## src/rtl/bcd_stopwatch_core_pkg.sv

```systemverilog
// Shared definitions for the MM:SS BCD stopwatch: state encodings, digit limits
// and the BCD increment used by the live counter.
package bcd_stopwatch_core_pkg;

    localparam logic [1:0] ST_IDLE  = 2'd0;
    localparam logic [1:0] ST_RUN   = 2'd1;
    localparam logic [1:0] ST_PAUSE = 2'd2;
    localparam logic [1:0] ST_FULL  = 2'd3;

    localparam logic [3:0] SEC_U_MAX = 4'd9;
    localparam logic [3:0] SEC_T_MAX = 4'd5;
    localparam logic [3:0] MIN_U_MAX = 4'd9;
    localparam logic [3:0] MIN_T_MAX = 4'd5;

    // Digit order: [3] minutes tens, [2] minutes units, [1] seconds tens, [0] seconds units.
    typedef logic [3:0][3:0] bcd4_t;

    localparam bcd4_t BCD_MAX = {MIN_T_MAX, MIN_U_MAX, SEC_T_MAX, SEC_U_MAX};

    // Caller guarantees v != BCD_MAX, so the minutes-tens digit never exceeds 5.
    function automatic bcd4_t bcd_inc(input bcd4_t v);
        bcd4_t r;
        r = v;
        if (v[0] == SEC_U_MAX) begin
            r[0] = '0;
            if (v[1] == SEC_T_MAX) begin
                r[1] = '0;
                if (v[2] == MIN_U_MAX) begin
                    r[2] = '0;
                    r[3] = v[3] + 4'd1;
                end else begin
                    r[2] = v[2] + 4'd1;
                end
            end else begin
                r[1] = v[1] + 4'd1;
            end
        end else begin
            r[0] = v[0] + 4'd1;
        end
        return r;
    endfunction

endpackage

```

## src/rtl/bcd_stopwatch_core_tick_gen.sv

```systemverilog
// Prescaler producing a one-cycle tick every TICK_DIV enabled cycles.
// The count is held while en is low and forced to zero by clr.
module stopwatch_tick_gen #(
    parameter int unsigned TICK_DIV = 100_000_000,
    parameter int unsigned TICK_W   = 27
) (
    input  logic clk,
    input  logic rst,
    input  logic en,
    input  logic clr,
    output logic tick
);

    logic [TICK_W-1:0] cnt_q, cnt_d;
    logic              wrap;

    assign wrap = (cnt_q == TICK_W'(TICK_DIV - 1));
    assign tick = en && wrap;

    always_comb begin
        cnt_d = cnt_q;
        if (clr) begin
            cnt_d = '0;
        end else if (en) begin
            cnt_d = wrap ? '0 : cnt_q + TICK_W'(1);
        end
    end

    always_ff @(posedge clk) begin
        if (rst) begin
            cnt_q <= '0;
        end else begin
            cnt_q <= cnt_d;
        end
    end

endmodule

```

## src/rtl/bcd_stopwatch_core.sv

```systemverilog
// MM:SS stopwatch: control FSM, BCD live counter, lap snapshot and registered
// digit outputs feeding the 7-segment scan stage.
module bcd_stopwatch_core
    import bcd_stopwatch_core_pkg::*;
#(
    parameter int unsigned TICK_DIV = 100_000_000,
    parameter int unsigned TICK_W   = 27
) (
    input  logic       clk,
    input  logic       rst,
    input  logic       start_stop,
    input  logic       lap,
    input  logic       clr,
    output logic [3:0] cnt3,
    output logic [3:0] cnt2,
    output logic [3:0] cnt1,
    output logic [3:0] cnt0,
    output logic       running,
    output logic       full,
    output logic       lap_hold
);

    logic [1:0] state_q, state_d;
    bcd4_t      live_q, live_d;
    bcd4_t      snap_q, snap_d;
    bcd4_t      disp_q, disp_d;
    logic       hold_q, hold_d;
    logic       tick;
    logic       clr_act;

    // Prescaler sits at zero throughout IDLE, so every IDLE->RUN starts a full period.
    stopwatch_tick_gen #(
        .TICK_DIV (TICK_DIV),
        .TICK_W   (TICK_W)
    ) u_tick_gen (
        .clk  (clk),
        .rst  (rst),
        .en   (state_q == ST_RUN),
        .clr  (state_q == ST_IDLE),
        .tick (tick)
    );

    assign clr_act = clr && (state_q != ST_RUN);

    always_comb begin
        state_d = state_q;
        live_d  = live_q;
        snap_d  = snap_q;
        hold_d  = hold_q;

        if (clr_act) begin
            state_d = ST_IDLE;
            live_d  = '0;
            hold_d  = 1'b0;
        end else if (start_stop) begin
            case (state_q)
                ST_IDLE:  state_d = ST_RUN;
                ST_RUN:   state_d = ST_PAUSE;
                ST_PAUSE: state_d = ST_RUN;
                default:  state_d = state_q;
            endcase
        end else if (lap) begin
            case (state_q)
                ST_RUN: begin
                    if (!hold_q) begin
                        snap_d = live_q;
                        hold_d = 1'b1;
                    end else begin
                        hold_d = 1'b0;
                    end
                end
                ST_PAUSE, ST_FULL: hold_d = 1'b0;
                default:           hold_d = hold_q;
            endcase
        end

        // Ticks only occur in RUN, where clr is inert; saturation overrides a same-edge pause.
        if (tick) begin
            if (live_q == BCD_MAX) begin
                state_d = ST_FULL;
                hold_d  = 1'b0;
            end else begin
                live_d = bcd_inc(live_q);
            end
        end

        disp_d = hold_d ? snap_d : live_d;
    end

    always_ff @(posedge clk) begin
        if (rst) begin
            state_q <= ST_IDLE;
            live_q  <= '0;
            snap_q  <= '0;
            disp_q  <= '0;
            hold_q  <= 1'b0;
        end else begin
            state_q <= state_d;
            live_q  <= live_d;
            snap_q  <= snap_d;
            disp_q  <= disp_d;
            hold_q  <= hold_d;
        end
    end

    assign {cnt3, cnt2, cnt1, cnt0} = disp_q;
    assign running  = (state_q == ST_RUN);
    assign full     = (state_q == ST_FULL);
    assign lap_hold = hold_q;

endmodule

```

## config.mk

```make
export PLATFORM = sky130hd
export DESIGN_NAME = bcd_stopwatch_core
export DESIGN_NICKNAME = d
export VERILOG_FILES = /design/src/rtl/bcd_stopwatch_core_pkg.sv /design/src/rtl/bcd_stopwatch_core_tick_gen.sv /design/src/rtl/bcd_stopwatch_core.sv
export SDC_FILE = /design/constraint.sdc
export NUM_CORES = 1
export LEC_CHECK = 0
export ABC_AREA = 1
export CAP_MARGIN = 10
export CORE_ASPECT_RATIO = 0.75
export CORE_MARGIN = 5
export CORE_UTILIZATION = 59
export DETAILED_ROUTE_END_ITERATION = 8
export HOLD_SLACK_MARGIN = 0.03
export PLACE_DENSITY = 0.77
export SLEW_MARGIN = 20
export SYNTH_ARGS = -nofsm -noshare
export SYNTH_HDL_FRONTEND = slang
export SYNTH_SLANG_ARGS = --single-unit
```

## constraint.sdc

```tcl
create_clock -name clk -period 1.85 [get_ports clk]
set_input_delay 0.185 -clock clk [delete_from_list [all_inputs] [get_ports clk]]
set_output_delay 0.185 -clock clk [all_outputs]
set_load 0.005 [all_outputs]
```

* After elaboration in Yosys (flattened, before gate mapping) *
Cells that the tools add are included.

storage, ports and cells
  output and inout bits = 19
  bits of input ports = 5
  logic and storage cells = 63
  bits in registers = 78

operators by class
  add/sub/neg operators = 5
  reduce and logical (&&, ||, !) cells = 6
  multiplexer cells = 28
  eq/ne operators = 9

operators by type and width
  kind                                                                count
  16-bit 2-to-1 mux                                                   9
  27-bit by 1-bit adder with 27-bit output (second input constant)    1
  27-bit == test (second input constant)                              1
  27-bit 2-to-1 mux                                                   1
  4-bit by 1-bit adder with 4-bit output (second input constant)      4
  16-bit by 15-bit == test with 1-bit output (second input constant)  1
  4-bit 2-to-1 mux                                                    4
  12-bit 2-to-1 mux                                                   1
  4-bit == test (second input constant)                               2
  2-bit 2-to-1 mux                                                    4
  8-bit 2-to-1 mux                                                    1
  1-bit 2-to-1 mux                                                    6
  2-bit OR reduction                                                  3
  2-bit == test (second input constant)                               2
  4-bit by 3-bit == test with 1-bit output (second input constant)    1
  2-bit one-hot mux with 2 select lines                               1
  2-bit by 1-bit == test with 1-bit output (second input constant)    1
  1-bit logical AND                                                   2
  2-bit zero test                                                     1
  2-bit by 1-bit != test with 1-bit output (second input constant)    1
  1-bit one-hot mux with 2 select lines                               1

* Depth between registers and ports, before layout *
  depth after elaboration = 9
  depth in mapped cells = 13
  gate-level depth less buffers = 13

* By module *
From an unflattened synthesis, not the netlist that was laid out.

unflattened totals
  cells, all modules = 597
  area total of the unflattened synthesis = 4,033.9 sq um

by module, submodules not included
  module              times used  cells each  sequential area each (sq um)  area each (sq um)
  bcd_stopwatch_core  1           378         1,021.0                       2,557.5
  stopwatch_tick_gen  1           219         540.5                         1,476.4

* Worst setup path after synthesis *
No wires, ideal clock.

  kind = register -> register
  start = reg state_q[0]
  end = reg disp_q (netlist bit cnt0[0])
  cell stages (with the launch flop) = 10
  buffers on the path = 1
  path slack = 281 ps
  clock period less this slack = 1,569 ps
  library setup time = 118 ps
  arrival = 1,451 ps
  required time = 1,732 ps
  cells stage by stage = dfxtp_1 > inv_2 > nor2_4 > nor2_1 > inv_2 > a21oi_1 > nor2_4 > nand3_2 > buf_4 > a21oi_1

on the way
  word-level cells in the longest chain between the ends = 9
  elaborated cells between the ends (all ways) = 21
  classes of those cells = eq/ne (4); mux (14); reduce/logical (3)

ends and longest elaborated chain
  what                                   line                       source
  start: declaration                     bcd_stopwatch_core.sv:23   logic [1:0] state_q, state_d;
  start signal: assignment               bcd_stopwatch_core.sv:98   state_q <= state_d;
  2-bit == test                          bcd_stopwatch_core.sv:63   case (state_q)
  2-bit OR reduction                     bcd_stopwatch_core.sv:63
  1-bit one-hot mux with 2 select lines  bcd_stopwatch_core.sv:63
  1-bit 2-to-1 mux                       bcd_stopwatch_core.sv:62   end else if (lap) begin
  1-bit 2-to-1 mux                       bcd_stopwatch_core.sv:55   end else if (start_stop) begin
  1-bit 2-to-1 mux                       bcd_stopwatch_core.sv:51   if (clr_act) begin
  1-bit 2-to-1 mux                       bcd_stopwatch_core.sv:79   if (live_q == BCD_MAX) begin
  1-bit 2-to-1 mux                       bcd_stopwatch_core.sv:78   if (tick) begin
  16-bit 2-to-1 mux *                    bcd_stopwatch_core.sv:87   disp_d = hold_d ? snap_d : live_d;
  end signal: assignment                 bcd_stopwatch_core.sv:101  disp_q <= disp_d;
  end: declaration                       bcd_stopwatch_core.sv:26   bcd4_t disp_q, disp_d;

Mark *: on every way between the ends. The rest lies on a longest branch, timed or not.
A chain may end at the register's enable or synchronous reset.

* Worst setup path after layout *
  start = reg state_q[0]
  end = reg disp_q (netlist bit cnt2[2])

Same word-level chain as after synthesis.

==> flow_summary.yaml <==
worst_setup_path:
  arrival_ns: 2.06
  crit_chain: "inv_2 > nor2_4 > inv_2 > nor2_1 > nand2_1 > buf_12 > o21ai_0 > inv_1 > nor2_1 > a21oi_1"
  cp-end-kind: "register"
  crit_fanout: 32
  path_class: "register to register"
  cp-start-kind: "register"
  crit_path_max_incr_delay_ns: 0.35
  worstPathRequired_ns: 2.08
  crit_slowest_cell: "dfxtp_2"
clock_network:
  htree_levels: 3
  cts_tree: "yes"
  cts.path.max_buffers: 2
  clock_latency_ns: 0.36
  clkSlewWorstSetupHoldPaths_ns: 0.08
  cts-root-buf: "clkbuf_8"
  cts.sinks: 78
  hold_buffers: 0
  cts_buffers: 9
sta:
  slew_viol_final: 0
  fmax_mhz: 545
  post-route-min-period_ns: 1.83
  slew-limit-headroom_pct: 77.6
  hold_viol_final: 0
  fin_tns_setup_ns: 0
  finClkSkew_ns: 0.0167
  setup_viol: 0
  fin_crit_sh_pct: 99.2
  tightest_slew_ns: 0.333
drt:
  drt_first_pass_iters: 5
  drc_errors: 0
  ant_nets: 0
  drt-vias-per-instance: 5.31
  drt_iter0_drc: 393
  num_vias: 4254
  drt-wirelength-per-cell_um: 13.0
  wl_um: 10400
floorplan:
  io_pins: 24
  die_area_um2: 8680
  coreArea_um2: 6770
  fp.dieH_um: 81.9
  die_w_um: 106
  start_util_pct: 60.2
  num_rows: 26
pwr:
  leakagePower_uw: 0.00237
  peakVddDrop_mv: 0.608
  fin_total_pwr_uw: 3180
  pwr-share-seq_pct: 53.7
  pwr-share-comb_pct: 6.5
  p_sw_uw: 782
  netSwitchingFraction_pct: 24.6
  p_clk_share_pct: 39.8
  p_int_uw: 2400
  power_density_nw_per_um2: 629
synthesis:
  ys_seq_elements: 78
  synth_edf_count: 0
  yosysWarnings: 0
  seq_area_frac_synth_pct: 38.4
  yosys-top-cells-area: "dfxtp_1, nand2_1, inv_1"
  syn_inst: 642
  synth_area_um2: 4070
  synth_most_common_cell: "nand2_1"
  synth_nets: 650
  synth.avg_cell_area_um2: 6.34
  yosys-top-cells-count: "nand2_1, inv_1, nor2_1, dfxtp_1, nand3_1"
  synth_area_leader_cell: "dfxtp_1"
  ys_async_sr_fraction_pct: 0
  synthDistinctLibCells: 34
  synth_top_area_share_pct: 38.4
  synthFlopType: "dfxtp_1"
grt:
  grt_pass1_wl_um: 17100
  grt_max_degree: 33
  globalRouteTotalUtil_pct: 24.5
  grt_pass1_vias: 3649
  antenna_found_initial: 0
  grt.overflow.total: 0
job:
  cap_violations: 0
final_layout:
  multi_input_area_um2: 2100
  antenna-diode-count: 0
  layout.nets: 721
  syn_to_final_growth_pct: 24.0
  n_fill_cell: 581
  drive_gt1_share_pct: 15.1
  final_cells: 801
  seq_area_um2: 1570
placed_design:
  post-dp-hpwl_um: 7270
  dp.cells: 776
  portBuffers: 23
  globalplace.congestion: 0.893
worst_hold_path:
  min_path_type: "register to register"
status:
  status: "finished clean"
timing repair:
item                       CTS  global route
buffers inserted             0             9
cloned                       0             1
resized for setup            1            37
setup endpoints to repair    4            48
pin swaps                    0             6
logic make-up after synthesis:
kind of cell,after synthesis,share of synthesized area (%)
flip-flops,78,38.4
AND/OR/NAND/NOR,354,37.7
adder cells (fa/ha/maj),3,0.922
buffers and inverters,131,12.8
AO/OA/AOI/OAI,71,9.13
XOR/XNOR,5,1.08
area by class of cell:
cell class              count  area share (%)
clock inverters             6            1.26
inverters                 120            8.97
multi-input cells         434            41.6
flip-flops and latches     78            31.1
clock buffers               9            2.45
well taps                  84            2.08
repair buffers             70            12.5
worst max-delay path: cells and delay by family, from the launching register on:
family,cells,cell delay (ns)
simple gates,4,0.60
buf+inv,4,0.44
flops,1,0.35
compound gates,2,0.31
per-layer routing:
layer / global-route usage (%) / wire length, um / up-vias
li1: - / - / 2117
met1: 34.8 / 5200 / 1970
met2: 38.3 / 4460 / 154
met3: 5.11 / 690 / 13
met4: 5.82 / 100 / 0
met5: 0 / 0 / -
sequential cells by signal (all words and copies together) (netlist names):
register / count
cnt0: 4
cnt1: 4
cnt2: 4
cnt3: 4
lap_hold: 1
live_q: 16
snap_q: 16
state_q: 2
u_tick_gen.cnt_q: 27
worst paths after layout:
path / slack [ns] / cells after the start / start / to
setup / recovery: 0.02 / 10 / state_q[0] / cnt2[2]
hold / removal: 0.50 / 2 / snap_q[11] / snap_q[11]
hold reg to reg: 0.50 / 2 / snap_q[11] / snap_q[11]
setup reg to reg: 0.02 / 10 / state_q[0] / cnt2[2]
cells in the final DEF (no fill, tap or decap), types with 2 or more instances in the layout:
cell type,n
nand3_1,41
clkinvlp_4,2
nor3b_1,2
nand3_4,2
nor2_2,10
inv_2,4
ha_1,2
a21oi_1,28
clkdlybuf4s50_1,23
xor2_1,3
nand2_2,5
xnor2_1,2
dfxtp_2,3
buf_4,43
o21ai_0,29
nor2_1,96
clkinv_2,2
o21ai_1,5
nand3_2,4
dfxtp_1,74
nand2_1,163
a21oi_2,2
nor2_4,9
inv_1,115
nor3_1,8
buf_12,4
clkbuf_8,9
nand4_1,9
through the flow:
step	worst slack, ns	instance area (um2)	util, %	hold WS (ns)
detailed placement	-0.0144	4670	69.0	0.469
floorplan	0.281	4070	-	0.331
finish	0.0156	5050	74.6	0.496
CTS	0.00977	4860	71.9	0.489
global placement	0.0423	4670	69.0	0.467
global route	-0.0552	5050	74.6	0.518
power by group through the flow:
stage               Clock [uW]  Sequential, uW  Combinational (uW)
floorplan                    0            1750                 106
global placement             0            1740                 182
detailed placement           0            1750                 186
CTS                       1280            1710                 188
global route              1360            1710                 227
finish                    1270            1710                 206
(Power assumes the default switching activity.)
